===== config.mk =====
export PLATFORM = sky130hd
export DESIGN_NAME = shift_register_universal_flat
export DESIGN_NICKNAME = d
export VERILOG_FILES = /design/src/rtl/shift_register_universal_if.sv /design/src/rtl/shift_register_universal.sv /design/src/flat_wrapper.sv
export SDC_FILE = /design/constraint.sdc
export NUM_CORES = 1
export LEC_CHECK = 0
export CAP_MARGIN = 10
export CELL_PAD_IN_SITES_DETAIL_PLACEMENT = 0
export CELL_PAD_IN_SITES_GLOBAL_PLACEMENT = 2
export CORE_ASPECT_RATIO = 0.7
export CORE_UTILIZATION = 29
export CTS_BUF_LIST = sky130_fd_sc_hd__clkbuf_8 sky130_fd_sc_hd__clkbuf_16
export CTS_CLUSTER_SIZE = 8
export DETAILED_ROUTE_END_ITERATION = 8
export MAX_ROUTING_LAYER = met4
export PLACE_DENSITY = 0.89
export SKIP_CTS_REPAIR_TIMING = 1
export SLEW_MARGIN = 5
export SYNTH_ARGS = -nofsm -noshare
export SYNTH_HDL_FRONTEND = slang
export SYNTH_SLANG_ARGS = --single-unit
export TNS_END_PERCENT = 30

===== constraint.sdc =====
create_clock -name clock -period 2.61 [get_ports clock]
set_clock_uncertainty 0.15 [all_clocks]
set_input_delay 0.522 -clock clock [delete_from_list [all_inputs] [get_ports clock]]
set_output_delay 0.522 -clock clock [all_outputs]
set_load 0.02 [all_outputs]

===== src/rtl/shift_register_universal_if.sv =====
// Signal bundle for the universal shift register: controls, serial/parallel data and status.
// Latency: none, this is wiring only.
// Backpressure: none in the bundle; stalls travel on the enable signal.
interface shift_register_universal_if #(
  parameter int WIDTH = 8,
  parameter int CNT_W = 4
);
  logic             enable;
  logic [2:0]       control;
  logic             start;
  logic [CNT_W-1:0] burst_count;
  logic             serial_in_msb;
  logic             serial_in_lsb;
  logic [WIDTH-1:0] parallel_load;
  logic [WIDTH-1:0] parallel_read;
  logic             serial_out_lsb;
  logic             serial_out_msb;
  logic             busy;
  logic             done;

  // The master drives controls and data in and observes the register.
  modport master (
    output enable, control, start, burst_count, serial_in_msb, serial_in_lsb, parallel_load,
    input  parallel_read, serial_out_lsb, serial_out_msb, busy, done
  );

  // The shift register itself.
  modport slave (
    input  enable, control, start, burst_count, serial_in_msb, serial_in_lsb, parallel_load,
    output parallel_read, serial_out_lsb, serial_out_msb, busy, done
  );
endinterface


===== src/rtl/shift_register_universal.sv =====
// Universal shift register: shift, rotate, arithmetic shift, load and hold, plus an FSM-driven burst mode.
// Latency: an immediate op shows one edge after it is sampled; an N-step burst raises done N+1 edges after start.
// Backpressure: enable=0 freezes register, FSM and counter in every state. Rotate ops need SHIFT_REG_ROTATE_EN.
module shift_register_universal #(
  parameter int WIDTH = 8,
  parameter int CNT_W = 4
) (
  input logic                     clock,
  input logic                     reset_n,
  shift_register_universal_if.slave bus
);

  localparam logic [1:0] ST_IDLE = 2'd0;
  localparam logic [1:0] ST_RUN  = 2'd1;
  localparam logic [1:0] ST_DONE = 2'd2;

  localparam logic [2:0] OP_SHR  = 3'b000;
  localparam logic [2:0] OP_SHL  = 3'b001;
  localparam logic [2:0] OP_LOAD = 3'b010;
  localparam logic [2:0] OP_ROR  = 3'b100;
  localparam logic [2:0] OP_ROL  = 3'b101;
  localparam logic [2:0] OP_ASR  = 3'b110;

  logic [1:0]       state_q;
  logic [2:0]       op_q;
  logic [CNT_W-1:0] cnt_q;
  logic [WIDTH-1:0] data_q;
  logic             busy_q;
  logic             done_q;
  logic             burst_ok;

  // Next register value for one step of op. Hold codes (011, 111) fall to the default.
  // When rotation is compiled out, 100 and 101 fall to the default as well.
  function automatic logic [WIDTH-1:0] apply_op(
    input logic [2:0]       op,
    input logic [WIDTH-1:0] cur,
    input logic             sin_msb,
    input logic             sin_lsb,
    input logic [WIDTH-1:0] ld
  );
    logic [WIDTH-1:0] nxt;
    nxt = cur;
    case (op)
      OP_SHR:  nxt = {sin_msb, cur[WIDTH-1:1]};
      OP_SHL:  nxt = {cur[WIDTH-2:0], sin_lsb};
      OP_LOAD: nxt = ld;
`ifdef SHIFT_REG_ROTATE_EN
      OP_ROR:  nxt = {cur[0], cur[WIDTH-1:1]};
      OP_ROL:  nxt = {cur[WIDTH-2:0], cur[WIDTH-1]};
`endif
      OP_ASR:  nxt = {cur[WIDTH-1], cur[WIDTH-1:1]};
      default: nxt = cur;
    endcase
    return nxt;
  endfunction

  // Only the shifting ops can run as a burst. A start with any other code runs that code as an immediate op.
  always_comb begin
    burst_ok = 1'b0;
    case (bus.control)
      OP_SHR, OP_SHL, OP_ASR: burst_ok = 1'b1;
`ifdef SHIFT_REG_ROTATE_EN
      OP_ROR, OP_ROL:         burst_ok = 1'b1;
`endif
      default:                burst_ok = 1'b0;
    endcase
  end

  // Register, burst FSM and step counter. Reset wins over enable and aborts a burst silently.
  always_ff @(posedge clock) begin
    if (!reset_n) begin
      state_q <= ST_IDLE;
      op_q    <= OP_SHR;
      cnt_q   <= '0;
      data_q  <= '0;
      busy_q  <= 1'b0;
      done_q  <= 1'b0;
    end else if (bus.enable) begin
      case (state_q)
        ST_IDLE: begin
          if (bus.start && burst_ok) begin
            // The start edge itself only captures the op and count; the register is untouched.
            op_q    <= bus.control;
            cnt_q   <= bus.burst_count;
            state_q <= ST_RUN;
            busy_q  <= 1'b1;
          end else begin
            data_q <= apply_op(bus.control, data_q, bus.serial_in_msb,
                               bus.serial_in_lsb, bus.parallel_load);
          end
        end
        ST_RUN: begin
          // Serial inputs are sampled live here. A count of zero goes straight to DONE.
          if (cnt_q == '0) begin
            state_q <= ST_DONE;
            busy_q  <= 1'b0;
            done_q  <= 1'b1;
          end else begin
            data_q <= apply_op(op_q, data_q, bus.serial_in_msb,
                               bus.serial_in_lsb, bus.parallel_load);
            cnt_q  <= cnt_q - CNT_W'(1);
          end
        end
        ST_DONE: begin
          state_q <= ST_IDLE;
          done_q  <= 1'b0;
        end
        default: begin
          state_q <= ST_IDLE;
          busy_q  <= 1'b0;
          done_q  <= 1'b0;
        end
      endcase
    end
  end

  assign bus.parallel_read  = data_q;
  assign bus.serial_out_lsb = data_q[0];
  assign bus.serial_out_msb = data_q[WIDTH-1];
  assign bus.busy           = busy_q;
  assign bus.done           = done_q;

endmodule


===== src/flat_wrapper.sv =====
// flat-port wrapper written by rule: the top's interface ports become plain ports
module shift_register_universal_flat 
#(
  parameter int WIDTH = 8,
  parameter int CNT_W = 4
)
  (clock, reset_n, bus_enable, bus_control, bus_start, bus_burst_count, bus_serial_in_msb, bus_serial_in_lsb, bus_parallel_load, bus_parallel_read, bus_serial_out_lsb, bus_serial_out_msb, bus_busy, bus_done);
  shift_register_universal_if #(.WIDTH(WIDTH), .CNT_W(CNT_W)) bus_i ();
  input logic clock;
  input logic reset_n;
  input wire logic [$bits(bus_i.enable)-1:0] bus_enable;
  input wire logic [$bits(bus_i.control)-1:0] bus_control;
  input wire logic [$bits(bus_i.start)-1:0] bus_start;
  input wire logic [$bits(bus_i.burst_count)-1:0] bus_burst_count;
  input wire logic [$bits(bus_i.serial_in_msb)-1:0] bus_serial_in_msb;
  input wire logic [$bits(bus_i.serial_in_lsb)-1:0] bus_serial_in_lsb;
  input wire logic [$bits(bus_i.parallel_load)-1:0] bus_parallel_load;
  output wire logic [$bits(bus_i.parallel_read)-1:0] bus_parallel_read;
  output wire logic [$bits(bus_i.serial_out_lsb)-1:0] bus_serial_out_lsb;
  output wire logic [$bits(bus_i.serial_out_msb)-1:0] bus_serial_out_msb;
  output wire logic [$bits(bus_i.busy)-1:0] bus_busy;
  output wire logic [$bits(bus_i.done)-1:0] bus_done;
  assign bus_i.enable = bus_enable;
  assign bus_i.control = bus_control;
  assign bus_i.start = bus_start;
  assign bus_i.burst_count = bus_burst_count;
  assign bus_i.serial_in_msb = bus_serial_in_msb;
  assign bus_i.serial_in_lsb = bus_serial_in_lsb;
  assign bus_i.parallel_load = bus_parallel_load;
  assign bus_parallel_read = bus_i.parallel_read;
  assign bus_serial_out_lsb = bus_i.serial_out_lsb;
  assign bus_serial_out_msb = bus_i.serial_out_msb;
  assign bus_busy = bus_i.busy;
  assign bus_done = bus_i.done;
  shift_register_universal #(.WIDTH(WIDTH), .CNT_W(CNT_W)) u_core (.clock(clock), .reset_n(reset_n), .bus(bus_i));
endmodule

==> results.md <==
- Status: finished, final reports clean
- Post-synth cell types: 51
- Nets: 226
- Sequential element share of the synthesized area: around a quarter
- Number of synthesized flops with an enable pin: 0
- Critical path class: in2reg
- Die H: 60.60 µm
- Max Slew Vio Count: 0
- Vias per cell: 5.664
- RSZ-0062 raised after global routing: false
- Diode count: 0
- Die X: 85.72 µm
- Hold EP: u_core.bus.done
- Dpl hpwl: approximately 3200 µm
- Hold depth: 2
- Setup TNS: 0 ps
- Crit Path Max Fanout: 8
- Vias: 1518
- Post-Route WL: 4347 µm
- CTS HTree Levels: 1
- Vias in the first global route: 1434
- Most used DFF post-synth: dfxtp_1
- Area of the core: around 4500 µm²
- Post-route ant nets: 0
- PortBufs: 32
- Final Critical Period: 2288 ps
- Final Hold Vio Count: 0
- Worst-margin pin slew: 605.6 ps
- Area grow syn2layout: 31.05%
- Fraction of synthesis flops using an asynchronous set or reset pin: 0%
- Largest cells by area after synthesis: dfxtp_1, o221ai_1, a21oi_1, a22o_1, o22ai_1
- Top post-synthesis cells by count: a21oi_1, dfxtp_1, o221ai_1
- Starting DRC count in detailed routing: 125
- Initial DRT Pass Iterations: 4
- Worst-Skew Late Latency: 260 ps
- RR Endpoint: u_core.bus.parallel_read[7]
- Max-cap check violation count: 0
- Dpl cells: 264
- Worst path max stage delay: 510 ps
- Yosys reg bits: 19
- Worst-path cell chain: clkdlybuf4s50_1 > buf_4 > or3b_1 > a311oi_1 > o32ai_1
- WP data required: 2600 ps
- Largest net degree at the start of global routing: 14
- Power Dens Cells: between 400 and 500 nW/µm²
- Top-count cell post-synth: a21oi_1
- Placer Congestion: 0.8675
- CTS buffer count: 3
- Worst setup path start: bus_control[1]
- Post-Synthesis Cells: 170
- Fin crit share: between 80 and 90%
- Leakage: 0.6215 nW
- Starting Density: roughly a third
- Top cell type's share of synthesized area: 26.74%
- Hold path start: u_core.bus.done
- Worst path slowest cell: or3b_1
- Warnings from Yosys: 0
- Flop-to-flop setup slack: 450 ps
- Drt wl/cell: around 16 µm
- Cell count of the worst reg-to-reg path: 6
- Critical Path Start Type: primary input
- Max-slew headroom: 59.49%
- HP Class: reg2reg
- Hold WS: roughly 320 ps
- Critical Path End Type: register
- All-Layer GR Usage: 19.03%
- Fmax: 0.4370 GHz
- Clock Sinks: 19
- Final setup viols: 0
- Layout cell share with drive strength beyond 1: about an eighth
- FF-to-FF Start: u_core.cnt_q[0]
- Die area: 5194 µm²
- Pwr Total: 0.7659 mW
- Longest Clk Path Bufs: 2
- Mapped Area: 1423 µm²
- Synth area leader: dfxtp_1
- Average cell area after synthesis: 8.368 µm²
- IO Pins: 33
- First-pass GRT wire length: 7369 µm
- Initial antenna violation count: 0
- Worst VDD drop: ~200 µV
- Row count: 20
- CTS root buf: clkbuf_8
- Worst-path clk slew: 80 ps
- CTS tree: built
- GRT overflow: 0
- Remaining DRCs: 0
- Fin cells: ~270
- Mapped Nets: 193
- CP arrival: 2280 ps
layout by cell type, fill, tap and decap left out, drive strengths merged, types with 2 or more instances in the layout:
master / synthesis / routed
nand2b: 3 / 3
or4: 2 / 2
o211a: 2 / 2
o221ai: 14 / 14
o211ai: 2 / 2
or3: 2 / 2
inv: 5 / 5
ha: 2 / 2
o2bb2ai: 2 / 2
a21oi: 22 / 22
nor3: 3 / 3
o21ai: 5 / 5
nor4: 2 / 2
clkbuf: 7 / 3
clkinv: 2 / 3
a22o: 7 / 7
nand3b: 4 / 4
a211oi: 2 / 2
nand3: 2 / 2
dfxtp: 19 / 19
mux2i: 4 / 4
clkdlybuf4s50: 0 / 32
and2: 2 / 2
o31ai: 2 / 2
o22ai: 7 / 7
a31oi: 3 / 3
buf: 9 / 12
xor2: 2 / 2
or3b: 4 / 4
nor2: 4 / 4
nand2: 9 / 9
power breakdown:
part	internal (mW)	total (mW)	switching [mW]
combinational	0.116	0.232	0.116
sequential	0.303	0.324	0.0210
clock	0.106	0.210	0.103
total	0.526	0.766	0.240
how the worst max path moves through the flow:
| stage | slack (ps) | cells after the start | to |
|---|---|---|---|
| detailed placement | 70 | 5 | u_core.bus.parallel_read[7] |
| floorplan | 600 | 7 | u_core.bus.parallel_read[7] |
| CTS | 320 | 5 | u_core.bus.parallel_read[7] |
| global route | 200 | 5 | u_core.op_q[1] |
| finish | 320 | 5 | u_core.bus.parallel_read[7] |
| global placement | 90 | 6 | u_core.bus.parallel_read[1] |
routing by layer:
metal,track usage (%),vias up,routed length [µm]
met5,-,-,0
met4,5.000,0,42
met3,3.129,4,271
met2,27.66,60,1798
met1,27.31,725,2234
li1,-,729,-
area by class of cell:
cell class,count,area (µm²)
Fill cell,448,2665
Clock buffer,3,41.29
Tap cell,66,82.58
Sequential cell,19,380.4
Multi-Input combinational cell,128,918.4
Clock inverter,1,5.005
Timing Repair Buffer,44,410.4
Inverter,7,26.28
logic make-up after synthesis:
kind of cell	share of synthesized area, %
AOI/OAI and AO/OA	37.56
and+or+nand+nor	19.79
buffers and inverters	8.707
DFF	26.74
muxes	3.606
xor gates and xnor gates	1.847
adders and majority gates	1.759
state kept, by name, indices dropped and copies added, names as in the netlist:
register / cells
u_core.bus.busy: 1
u_core.bus.done: 1
u_core.bus.parallel_read: 8
u_core.state_q: 2
u_core.op_q: 3
u_core.cnt_q: 4
critical path: cells and delay by family:
family	cells	cell delay, ps
compound gates	2	550
buf+inv	2	680
simple gates	1	510
through the flow:
stage                     worst slack [ps]  instance area [µm²]  utilization [%]
after floorplan                      600.1                 1423                -
after global placement               94.98                 1818            40.14
after detailed placement             71.09                 1818            40.14
after CTS                            318.3                 1864            41.16
after global routing                 197.9                 1864            41.16
final                                321.9                 1864            41.16
No activity file was read; power rests on OpenSTA's default activity.
==> variant (config.mk and constraints unchanged) <==
`WIDTH` is set to 8 in 3 places; all go to 10.
--- a/src/rtl/shift_register_universal_if.sv
+++ b/src/rtl/shift_register_universal_if.sv
@@ -2,7 +2,7 @@
 // Latency: none, this is wiring only.
 // Backpressure: none in the bundle; stalls travel on the enable signal.
 interface shift_register_universal_if #(
-  parameter int WIDTH = 8,
+  parameter int WIDTH = 10,
   parameter int CNT_W = 4
 );
   logic             enable;
--- a/src/rtl/shift_register_universal.sv
+++ b/src/rtl/shift_register_universal.sv
@@ -2,7 +2,7 @@
 // Latency: an immediate op shows one edge after it is sampled; an N-step burst raises done N+1 edges after start.
 // Backpressure: enable=0 freezes register, FSM and counter in every state. Rotate ops need SHIFT_REG_ROTATE_EN.
 module shift_register_universal #(
-  parameter int WIDTH = 8,
+  parameter int WIDTH = 10,
   parameter int CNT_W = 4
 ) (
   input logic                     clock,
--- a/src/flat_wrapper.sv
+++ b/src/flat_wrapper.sv
@@ -1,7 +1,7 @@
 // flat-port wrapper written by rule: the top's interface ports become plain ports
 module shift_register_universal_flat 
 #(
-  parameter int WIDTH = 8,
+  parameter int WIDTH = 10,
   parameter int CNT_W = 4
 )
   (clock, reset_n, bus_enable, bus_control, bus_start, bus_burst_count, bus_serial_in_msb, bus_serial_in_lsb, bus_parallel_load, bus_parallel_read, bus_serial_out_lsb, bus_serial_out_msb, bus_busy, bus_done);
Interface: changed (resized bus_parallel_load and bus_parallel_read); port bits go from 33 to 37. The function was not compared with the original's and may differ.
==> variant against the unedited design <==
Synthesized area increased by 27%; power increased by 15%; routed wire length increased by 33%; critical path depth unchanged; synthesized cell count increased by 21%; critical path type unchanged; die area increased by 26%; fmax decreased by 4.0%; critical endpoint is now u_core.bus.parallel_read[3]; design area increased by 22%; first-iteration DRC count increased by 43%; worst setup slack got worse by 96 ps; sequential cell count increased by 2.
==> variant: results (changes against the unedited design) <==
* Netlist cell types at 55 (+7.8%)
* Leakage at 0.795 nW (+28%)
* DR pass1 iterations at 5 (+1)
* FF-to-FF path depth at 4 (-2)
* Register area share after synthesis at 23.3% (-3.4 points)
* First-pass GRT wire length at 9.23 mm (+25%)
* Gr usage total at 19.2% (+0.16 points)
* DR WL/cell at 18.6 um (+15%)
* Placed inst area at 2220 um2 (+22%)
* Synthesized Nets at 230 (+19%)
* Arrival time worst endpoint at 2370 ps (+90 ps)
* Yosys top cell area share at 23.3% (-3.4 points)
* Worst R2R End: u_core.bus.parallel_read[3]
* Clock Latency Late Sink at 270 ps
* Share of post-route cells with drive strength above 1 at 12.8% (+0.39 points)
* Drt via density at 6.16 (+8.7%)
* Final Wtd Congestion at 0.853 (-1.7%)
* Mapped Cells at 205 (+21%)
* Hold endpoint: u_core.bus.busy
* Final Net Count at 261 (+15%)
* Largest register FFs at 10 (+2)
* Worst slew margin at 51.2% (-8.3 points)
* Hold_sp: u_core.bus.busy
* Largest cells by area after synthesis: dfxtp_1, a221o_1, a221oi_1
* IR drop worst, VDD at 175 uV (-13%)
* Iter 0 DRT Violations at 179 (+43%)
* IO buf count at 36 (+13%)
* Vias in the first global route at 1736 (+21%)
* Synth top cells by count: a221o_1, dfxtp_1, inv_1, a21oi_1, a221oi_1
* Pint at 0.585 mW (+11%)
* Layout fillers at 631 (+41%)
* R2r setup slk at 490 ps (+40 ps)
* Status: finished clean
* Clock group at 0.230 mW (+9.5%)
* Top fanout value on the critical path at 9 (+1)
-- variant: cell types whose count changed after synthesis, sizes merged, moves of 3 or more --
| cell | delta |
|---|---|
| a221o | +24 |
| o221ai | -14 |
| a221oi | +12 |
| inv | +11 |
| a21oi | -10 |
| buf | +10 |
| o32ai | +9 |
| o22ai | -6 |
| nor2 | +4 |
| a31oi | -3 |
| nand3b | -3 |
| nor3b | +3 |
| or3b | -3 |
-- variant: area by class of cell --
class	instances	area, um2	area share [%]
multi-input cells	142	1180	51.8
repair buffers	50	465	20.5
flip-flops and latches	21	420	18.5
well taps	75	93.8	4.13
inverters	18	67.6	2.98
clock buffers	3	41.3	1.82
clock inverters	1	5.00	0.220
-- variant: kinds of logic (layout without fill, tap and decap cells) --
logic type | after synthesis | after routing | synth area share, %
AOI/OAI and AO/OA | 92 | 92 | 44.1
buffers and inverters | 42 | 72 | 11.4
and+or+nand+nor | 40 | 40 | 14.9
DFF | 21 | 21 | 23.3
muxes | 8 | 8 | 4.85
adders and majority gates | 2 | 2 | 1.39
-- variant: per-stage QoR --
stage / setup WS, ps / utilization [%] / hold WS, ps / power (mW)
2_1_floorplan: 810 / - / 312 / 0.544
3_3_place_gp: 31.7 / 37.9 / 299 / 0.651
3_5_place_dp: -34.2 / 37.9 / 301 / 0.653
4_1_cts: 247 / 38.7 / 314 / 0.880
5_1_grt: 121 / 38.7 / 365 / 0.925
6_report: 226 / 38.7 / 316 / 0.880
-- variant: critical path, stage by stage --
cell	delay, ps
clkdlybuf4s50_1	660
mux2_2	400
a22oi_4	180
a31o_1	440
o32ai_1	160
-- variant: per-layer routing --
metal	GRT usage (%)	up-vias	share of wire [%]
met5	-	-	0
met4	4.10	0	0.85
met3	3.67	8	7.1
met2	26.8	93	41
met1	28.1	915	51
li1	-	893	-
